===== src/rtl/fetch_redirect_ctrl.sv =====
// Fetch PC owner: picks sequential, jump or taken-branch target each cycle,
// tracks one outstanding not-taken-predicted branch and pulses flush on redirect.
module fetch_redirect_ctrl #(
  parameter logic [31:0] RESET_PC = 32'h0000_0000,
  parameter int          TAG_W    = 5,
  parameter int          CNT_W    = 16
) (
  input  logic             clk,
  input  logic             rst,
  input  logic             fetch_ready,
  output logic             fetch_valid,
  output logic [31:0]      fetch_pc,
  output logic             flush,
  input  logic             jmp_valid,
  input  logic [31:0]      jmp_target,
  input  logic             br_dispatch,
  input  logic [TAG_W-1:0] br_tag,
  output logic             br_busy,
  input  logic             rs_valid,
  input  logic [TAG_W-1:0] rs_tag,
  input  logic             rs_taken,
  input  logic [31:0]      rs_target,
  output logic [CNT_W-1:0] jmp_cnt,
  output logic [CNT_W-1:0] mispred_cnt
);

  // state   | meaning
  // IDLE    | out of reset, no fetch yet
  // RUN     | fetching, no branch outstanding
  // BR_PEND | fetching, one branch outstanding
  // FLUSH   | redirect cycle, IFQ discards, fetch_pc holds the new target
  typedef enum logic [1:0] {IDLE, RUN, BR_PEND, FLUSH} state_t;

  state_t           state, state_nxt;
  logic [31:0]      pc_nxt;
  logic             pend, pend_nxt;
  logic [TAG_W-1:0] tag_q, tag_nxt;
  logic [CNT_W-1:0] jmp_cnt_nxt, mispred_cnt_nxt;
  logic             active, tag_hit, take, nt_hit, redirect;

  function automatic logic [CNT_W-1:0] sat_inc(input logic [CNT_W-1:0] c);
    return (&c) ? c : c + 1'b1;
  endfunction

  assign active      = (state != IDLE);
  assign tag_hit     = active & pend & rs_valid & (rs_tag == tag_q);
  assign take        = tag_hit & rs_taken;
  assign nt_hit      = tag_hit & ~rs_taken;
  assign redirect    = active & (take | jmp_valid);
  assign fetch_valid = (state == RUN) || (state == BR_PEND);
  assign flush       = (state == FLUSH);
  assign br_busy     = pend;

  always_comb begin
    state_nxt       = state;
    pc_nxt          = fetch_pc;
    pend_nxt        = pend;
    tag_nxt         = tag_q;
    jmp_cnt_nxt     = jmp_cnt;
    mispred_cnt_nxt = mispred_cnt;
    if (!active) begin
      state_nxt = RUN;
    end else begin
      // a dispatch while busy is ignored so the held tag survives
      if (!pend && br_dispatch) begin
        pend_nxt = 1'b1;
        tag_nxt  = br_tag;
      end else if (nt_hit) begin
        pend_nxt = 1'b0;
      end
      if (take) begin
        pc_nxt          = {rs_target[31:2], 2'b00};
        pend_nxt        = 1'b0;
        mispred_cnt_nxt = sat_inc(mispred_cnt);
      end else if (jmp_valid) begin
        pc_nxt      = {jmp_target[31:2], 2'b00};
        jmp_cnt_nxt = sat_inc(jmp_cnt);
      end else if (fetch_valid && fetch_ready) begin
        pc_nxt = fetch_pc + 32'd4;
      end
      if (redirect)      state_nxt = FLUSH;
      else if (pend_nxt) state_nxt = BR_PEND;
      else               state_nxt = RUN;
    end
  end

  always_ff @(posedge clk or posedge rst) begin
    if (rst) begin
      state       <= IDLE;
      fetch_pc    <= RESET_PC;
      pend        <= 1'b0;
      tag_q       <= '0;
      jmp_cnt     <= '0;
      mispred_cnt <= '0;
    end else begin
      state       <= state_nxt;
      fetch_pc    <= pc_nxt;
      pend        <= pend_nxt;
      tag_q       <= tag_nxt;
      jmp_cnt     <= jmp_cnt_nxt;
      mispred_cnt <= mispred_cnt_nxt;
    end
  end

endmodule


===== config.mk =====
export PLATFORM = sky130hd
export DESIGN_NAME = fetch_redirect_ctrl
export DESIGN_NICKNAME = d
export VERILOG_FILES = /design/src/rtl/fetch_redirect_ctrl.sv
export SDC_FILE = /design/constraint.sdc
export NUM_CORES = 1
export LEC_CHECK = 0
export ABC_AREA = 1
export BUFFER_PORTS_ARGS = -buffer_cell sky130_fd_sc_hd__buf_4
export CAP_MARGIN = 20
export CORE_MARGIN = 10
export CORE_UTILIZATION = 40
export CTS_CLUSTER_DIAMETER = 40
export DETAILED_ROUTE_END_ITERATION = 16
export PLACE_DENSITY = 0.68
export SYNTH_ARGS = -nofsm -noshare
export SYNTH_HDL_FRONTEND = slang
export SYNTH_SLANG_ARGS = --single-unit

===== constraint.sdc =====
create_clock -name clk -period 3.7 [get_ports clk]
set_input_delay 0.555 -clock clk [delete_from_list [all_inputs] [get_ports clk]]
set_output_delay 0.555 -clock clk [all_outputs]
set_load 0.005 [all_outputs]

== Word-level counts from Yosys, hierarchy flattened ==
Index checks and enable logic that the tools add are counted.

* Add/subtract/negate cells: 3
* Eq/ne operators: 4
* Muxes and demuxes: 10
* Bitwise operators: 11
* Reductions and logical operators: 12

{| class="wikitable"
|+ Operators by type and width
! operator !! number
|-
| $mux 32 || 3
|-
| $add 16x1->16 const B || 2
|-
| $add 32x3->32 const B || 1
|-
| $reduce_and 16->1 || 2
|-
| $and 1x1->1 || 6
|-
| $mux 2 || 3
|-
| $eq 5x5->1 || 1
|-
| $eq 2x2->1 const B || 2
|-
| $mux 1 || 4
|-
| $not 1->1 || 4
|-
| $reduce_and 2->1 || 2
|-
| $reduce_and 4->1 || 1
|-
| $reduce_and 3->1 || 1
|-
| $reduce_bool 3->1 || 1
|-
| $eq 2x1->1 const B || 1
|-
| $logic_and 1x1->1 || 2
|-
| $reduce_bool 2->1 || 1
|-
| $logic_not 1->1 || 1
|-
| $logic_or 1x1->1 || 1
|-
| $or 1x1->1 || 1
|}

* Flip-flop bits (word level): 72
* Input bits: 81
* Output and inout bits: 67

== Logic depth before layout (Yosys ltp) ==
Gate-level depths: netlist of run 1.

* Depth after elaboration: 12
* Gate-level depth with buffers: 13
* Gate-level depth less buffers: 12

== Worst setup path after synthesis of run 1 ==
Ideal clock, no wire load.

* Path type: reg2reg
* Start: reg state[0]
* End: reg mispred_cnt[2]
* Arrival: 1.563 ns
* Data required time: 3.583 ns
* Setup slack: 2.021 ns
* Cell stages (with the launch flop): 14
* Buffers on the path: 1
* Period minus slack after synthesis: 1.679 ns
* Cell sequence: dfrtp_1 inv_1 ha_1 inv_2 nand3_2 nor2_4 nand3_2 nor2_8 nand2_4 inv_2 buf_6 nand2_1 nand2_1 nand2_1

* Cells in the longest elaborated chain, start to end: 6

{| class="wikitable"
|+ Ends and longest elaborated chain
! element !! line !! source
|-
| from (decl) || 34 || <nowiki>state_t state, state_nxt;</nowiki>
|-
| from (signal assigned) || 96 || <nowiki>state <= state_nxt;</nowiki>
|-
| $reduce_bool 2->1 (*) || 45 || <nowiki>assign active = (state != IDLE);</nowiki>
|-
| $and 1x1->1 (3 in a row) || 46 || <nowiki>assign tag_hit = active & pend & rs_valid & (rs_tag == tag_q);</nowiki>
|-
| $and 1x1->1 || 47 || <nowiki>assign take = tag_hit & rs_taken;</nowiki>
|-
| $reduce_and 3->1 (no source line) (*) || n/a ||
|-
| to (signal assigned) || 101 || <nowiki>mispred_cnt <= mispred_cnt_nxt;</nowiki>
|-
| to (decl) || 24 || <nowiki>output logic [CNT_W-1:0] mispred_cnt</nowiki>
|}

Mark *: on every way between the ends. The rest lies on a longest branch, timed or not.
A chain may end at the register's enable or synchronous reset.

== Final worst setup path of run 1 ==
* Start: reg state[0]
* End: reg fetch_pc[8]

* Cells in the longest elaborated chain, start to end: 7
* Elaborated cells on any way between the ends: 12

{| class="wikitable"
|+ Ends and longest elaborated chain
! element !! line !! source
|-
| $reduce_bool 2->1 || 45 ||
|-
| $and 1x1->1 (3 in a row) || 46 ||
|-
| $and 1x1->1 || 47 ||
|-
| $reduce_bool 3->1 (no source line) || n/a ||
|-
| $reduce_and 2->1 (no source line) || n/a ||
|-
| to (signal assigned) || 97 || <nowiki>fetch_pc <= pc_nxt;</nowiki>
|-
| to (decl) || 12 || <nowiki>output logic [31:0] fetch_pc,</nowiki>
|}

Several ways; a longest one is shown, not always the timed one.

==> results.yml, run 1 <==
synthesis:
  synth_area_leader_cell: "dfrtp_1"
  syn-mean-instance-area_sq_um: 6.41
  synth.top_cell.area_share_pct: 33.3
  synth-edff-count: 0
  yosys_most_used_dff: "dfrtp_1"
  netlist_top_cells_count: "nand2_1, nand3_1, inv_1, nor2_1, dfrtp_1"
  synth-seq-area-share_pct: 33.3
  yosys_warnings: 0
  netlist_area_sq_um: 5250
  synth.area.top_cells: "dfrtp_1, nand2_1, nand3_1"
  synthDistinctLibCells: 36
  ys_async_sr_fraction_pct: 100
  synthCells: 820
  synth.most_common_cell: "nand2_1"
  ys_seq_elements: 70
route:
  viasPerCell: 4.70
  drc: 0
  drt_iter0_markers: 301
  post_drt_wl_per_cell_um: 13.7
  drt_wl_total_mm: 15.5
  vias: 5304
  drtAntennaViolNets: 0
  first_pass_iters: 5
sta:
  finalHoldViolCount: 0
  rsz0062_at_grt: "false"
  min_period_ns: 2.40
  post-route-period-util_pct: 64.9
  skew_ns: 0.00522
  whs_ns: 0.301
  setup_slack_ns: 1.30
  tightestPinTransition_ns: 0.746
  finalSetupTns_ns: 0
  setup_violations: 0
  fmax_ghz: 0.417
  relSlewSlack_pct: 50.2
  finalMaxSlewViolations: 0
floorplanning:
  die-area_sq_um: 18100
  num_rows: 41
  pin_count: 148
  die_w_um: 135
  initial_utilization_pct: 41.3
  coreArea_sq_um: 12700
  die_y_um: 135
critical_path:
  crit_top_cell: "nand3_2"
  cp.required_ns: 3.89
  rr_endpoint: "fetch_pc[8]"
  slowest_delay_ns: 0.69
  worstPathArrival_ns: 2.59
  rr_worst_depth: 8
  cp_num_buf_inv: 2
  worstPathCellList: "inv_1 > ha_1 > inv_2 > nand3_2 > nor2_4 > nand4_4 > nand3_2 > o21ai_0"
  worstSetupStartpointType: "flop"
  r2r_setup_slack_ns: 1.30
  crit_type: "reg -> reg"
  crit_fanout: 34
  critPathSlowestCell: "nand3_2"
  crit_family: "simple AND/OR/NAND/NOR gates"
  reg2reg_from: "state[0]"
  end_kind: "flop"
layout:
  post-route-util_pct: 52.8
  drive_gt1_share_pct: 20.3
  fin_nets: 1037
  areaGrowthSynthToFinish_pct: 27.9
  fill_cells: 1345
  n_antenna_cell: 0
global_routing:
  overflow: 0
  grt_antenna_before_repair: 0
  grt_pass1_wl_mm: 24.9
  grt_max_degree: 35
  gr-usage-all-layers_pct: 16.8
  first_global_vias: 5072
placed_design:
  portBuffers: 141
  place_ws_ns: 0.927
  finalWeightedCongestion: 0.885
  dp_hpwl_mm: 11.8
power:
  cellLeakagePower_nw: 3.54
  combPwrFrac_pct: 39.2
  netSwitchingFraction_pct: 38.4
  internal-power_w: 0.00252
  power_density_nw_per_um2: 610
  fin_total_pwr_w: 0.00410
  ir_worst_vdd_mv: 0.324
  clkPwrFrac_pct: 25.1
  p_seq_share_pct: 35.7
  p_switching_w: 0.00157
cts:
  clock_sinks: 70
  clk_pin_slew_ns: 0.06
  cts_resized: 0
  hold_buffers: 0
  htree_levels: 3
  cts_max_path_buffers: 2
  insertion_delay_ns: 0.34
  cts_tree: "done"
  post-cts-setup-buffers: 0
  cts_root_buffer: "clkbuf_16"
  cts_buffers: 9
run:
  maxCapViolCount: 0
min_path:
  holdCritPathClass: "in -> async"
outcome:
  status: "complete, no violations"
==> power by group through the flow <==
stage	clock network, W	registers, W	logic, W
after CTS	0.00105	0.00146	0.00164
after detailed placement	0	0.00147	0.00164
after global routing	0.00107	0.00153	0.00185
after floorplan	0	0.00140	0.000936
after global placement	0	0.00147	0.00161
final	0.00103	0.00146	0.00161
==> kinds of logic after synthesis <==
kind of cell	synth area share [%]
XOR/XNOR	4.00
flip-flops	33.3
other	0.0714
AO/OA/AOI/OAI	5.48
adder cells (fa/ha/maj)	1.19
AND/OR/NAND/NOR	44.6
buffers and inverters	11.3
==> worst register-to-register path: cells and delay by family, from the launching register on <==
family | cells | cell delay (ns)
DFF | 1 | 0.34
buffers and inverters | 2 | 0.16
adders and majority gates | 1 | 0.21
and+or+nand+nor | 4 | 1.34
AOI/OAI and AO/OA | 1 | 0.20
==> how the worst max path moves through the flow <==
stage	startpoint	end	slack, ns	depth (start not counted)
after detailed placement	jmp_valid	fetch_pc[8]	0.93	6
final	state[0]	fetch_pc[8]	1.30	8
after global placement	jmp_valid	fetch_pc[15]	1.04	7
after global routing	state[0]	fetch_pc[29]	0.97	11
after CTS	state[0]	fetch_pc[8]	1.24	8
after floorplan	rst	br_busy	1.38	1
==> per-stage QoR <==
step / cell area, sq um / cells
final: 6720 / 1128
after global placement: 6370 / 1112
after floorplan: 5260 / 821
after global routing: 6720 / 1128
after detailed placement: 6370 / 1112
after CTS: 6720 / 1128
==> registers in the layout, indices dropped and copies added (netlist names) <==
register and count:
state 2, fetch_pc 30, mispred_cnt 16, tag_q 5, jmp_cnt 16, br_busy 1
==> layer usage <==
metal  track usage (%)  routed length (um)
met1              20.8                6890
met2              26.9                7030
met3              5.12                1200
met4              6.11                 336
met5                 0                   0
==> area by class of cell <==
cell class                 count  area (sq um)  area share, %
multi-input combinational    618          2910           43.3
sequential                    70          1750           26.1
timing repair buffer         145          1090           16.2
inverter                     107           402           5.98
clock buffer                  13           260           3.87
tap                          172           215           3.20
clock inverter                 3          90.1           1.34
==> cell usage in the layout, fill, tap and decap left out, types with 2 or more instances in the layout <==
cell | netlist | layout
a21oi_1 | 10 | 10
clkbuf_16 | 0 | 9
inv_2 | 6 | 7
nand3_2 | 4 | 4
inv_1 | 101 | 100
ha_1 | 5 | 5
clkbuf_1 | 6 | 2
or2_0 | 9 | 9
nand4_1 | 6 | 6
o21ai_1 | 11 | 11
bufinv_16 | 0 | 3
nor2_2 | 5 | 5
nor2_1 | 74 | 74
o21ai_0 | 16 | 16
or2_2 | 4 | 4
o21bai_1 | 7 | 7
buf_4 | 4 | 145
xnor2_1 | 9 | 9
nand3b_1 | 2 | 2
nor2_4 | 4 | 4
conb_1 | 1 | 2
nand2_2 | 3 | 3
or2_1 | 2 | 2
clkbuf_8 | 0 | 2
nor3_1 | 12 | 12
o21ai_2 | 5 | 5
nand3_1 | 105 | 105
nand2_1 | 302 | 302
dfrtp_1 | 70 | 70
xor2_1 | 15 | 15
Note: power is estimated with default switching activity, not from simulation.
==> inputs of run 2 (changes only) <==
--- a/config.mk
+++ b/config.mk
@@ -12,7 +12,7 @@
 export CORE_UTILIZATION = 40
 export CTS_CLUSTER_DIAMETER = 40
 export DETAILED_ROUTE_END_ITERATION = 16
-export PLACE_DENSITY = 0.68
+export PLACE_DENSITY = 0.7
 export SYNTH_ARGS = -nofsm -noshare
 export SYNTH_HDL_FRONTEND = slang
 export SYNTH_SLANG_ARGS = --single-unit
==> constraint.sdc (replaced) <==
create_clock -name clk -period 2.15 [get_ports clk]
set_input_delay 0.3225 -clock clk [delete_from_list [all_inputs] [get_ports clk]]
set_output_delay 0.3225 -clock clk [all_outputs]
set_load 0.005 [all_outputs]
==> run 2 against run 1 <==
  * Sequential cell count unchanged
  * Core utilization grew 0.53 points
  * Via count grew 3.1%
  * Largest cell class unchanged
  * Largest power group unchanged
==> results.yml, run 2 (synthesis gave the netlist of run 1 again) <==
layout:
  areaGrowthSynthToFinish_pct: 29.2
  top_regs: "fetch_pc (30), jmp_cnt (16), mispred_cnt (16)"
  post-route-util_pct: 53.3
  drive_gt1_share_pct: 20.9
  fin_nets: 1046
  n_antenna_cell: 0
  largest_reg_flops: 30
  largest_register: "fetch_pc"
  design_area_sq_um: 6790
  mostFrequentLayoutCells: "nand2_1, buf_4, nand3_1"
  final_common_cell: "nand2_1"
floorplanning:
  coreArea_sq_um: 12700
  die-area_sq_um: 18100
  die_w_um: 135
  pin_count: 148
  die_y_um: 135
  num_rows: 41
  initial_utilization_pct: 41.3
run:
  maxCapViolCount: 0
outcome:
  status: "complete, no violations"
sta:
  post-route-period-util_pct: 92.6
  finalHoldViolCount: 0
  skew_ns: 0.00559
  min_period_ns: 1.99
  finalMaxSlewViolations: 0
  whs_ns: 0.238
  setup_violations: 0
  fmax_ghz: 0.502
power:
  ir_worst_vdd_mv: 0.693
  cellLeakagePower_nw: 3.57
  power_density_nw_per_um2: 997
critical_path:
  crit_family: "simple AND/OR/NAND/NOR gates"
  crit_type: "reg -> reg"
  worstPathArrival_ns: 2.21
  worstPathCellList: "inv_1 > ha_1 > inv_2 > nand3_2 > nor2_4 > nand3_2 > nor2_8 > buf_12 > nand2_4 > buf_4 > o21ai_1 > nand2_1"
  cp.required_ns: 2.37
  crit_fanout: 18
  cp_num_buf_inv: 4
  crit_top_cell: "nand3_2"
  worstSetupStartpointType: "flop"
  critPathSlowestCell: "dfrtp_1"
  end_kind: "flop"
  slowest_delay_ns: 0.35
  r2r_setup_slack_ns: 0.16
route:
  viasPerCell: 4.82
  drt_iter0_markers: 375
  post_drt_wl_per_cell_um: 13.9
  first_pass_iters: 5
  drc: 0
  drtAntennaViolNets: 0
  drt_wl_total_mm: 15.8
  vias: 5471
cts:
  htree_levels: 3
  cts_tree: "done"
  clock_sinks: 70
  clk_pin_slew_ns: 0.05
  cts_max_path_buffers: 2
  cts_root_buffer: "clkbuf_16"
  post-cts-setup-buffers: 0
  cts_buffers: 9
  insertion_delay_ns: 0.33
global_routing:
  grt_max_degree: 47
  gr-usage-all-layers_pct: 17.2
  grt_pass1_wl_mm: 25.7
  first_global_vias: 5263
  overflow: 0
  grt_antenna_before_repair: 0
placed_design:
  portBuffers: 141
  finalWeightedCongestion: 0.888
  dp_hpwl_mm: 12.1
  placed_area_sq_um: 6490
min_path:
  holdCritPathClass: "in -> reg"
[run 2: cell types whose count changed in the layout (fill, tap and decap cells not counted), sizes merged]
cell | before | now
dlygate4sd3 | 0 | 1
clkinv | 0 | 1
bufinv | 3 | 0
buf | 145 | 153
[run 2: final timing paths]
check                       startpoint        endpoint  cells after the start
min in group asynchronous          rst     jmp_cnt[14]                      3
hold reg to reg            jmp_cnt[15]     jmp_cnt[15]                      2
hold / removal               br_tag[0]        tag_q[0]                      3
setup reg to reg              state[0]  mispred_cnt[4]                     12
setup / recovery              state[0]  mispred_cnt[4]                     12
max in group asynchronous          rst     fetch_pc[6]                      4
[run 2: timing repair]
action / CTS / global route
endpoints found under the hold margin: 16 / 0
endpoints found under the setup margin: 0 / 10
hold buffers: 1 / 0
gates resized for setup: 0 / 5
[run 2: layout make-up]
cell class | count | area [sq um]
clock buffer | 13 | 270
fill | 1299 | 5940
clock inverter | 1 | 5.00
sequential | 70 | 1750
inverter | 107 | 404
timing repair buffer | 154 | 1230
tap | 172 | 215
multi-input combinational | 618 | 2910
[run 2: power by group]
group	leakage (nW)	total [W]	switching, W	internal [W]
registers	0.869	0.00253	0.000705	0.00182
clock network	0.138	0.00139	0.000531	0.000860
logic	2.57	0.00285	0.00147	0.00137
total	3.57	0.00676	0.00271	0.00406
[run 2: tightest hold or removal path, cell delays in order]
cell	delay (ns)
buf_4	0.08
nor2_1	0.03
a21oi_1	0.10
[run 2: through the flow]
step	power (W)	TNS (ns)	cells	worst slack (ns)
finish	0.00676	0	1135	0.159
global route	0.00736	-0.000514	1135	-0.000514
CTS	0.00684	0	1135	0.102
detailed placement	0.00542	0	1120	0.109
global placement	0.00533	-0.492	1119	-0.0234
floorplan	0.00401	0	821	0.0593
[run 2: layer usage]
layer  part of all wire (%)  track usage [%]
met1                     43             20.4
met2                     48             29.3
met3                    8.3             6.05
met4                   0.82             3.63
met5                      0                0
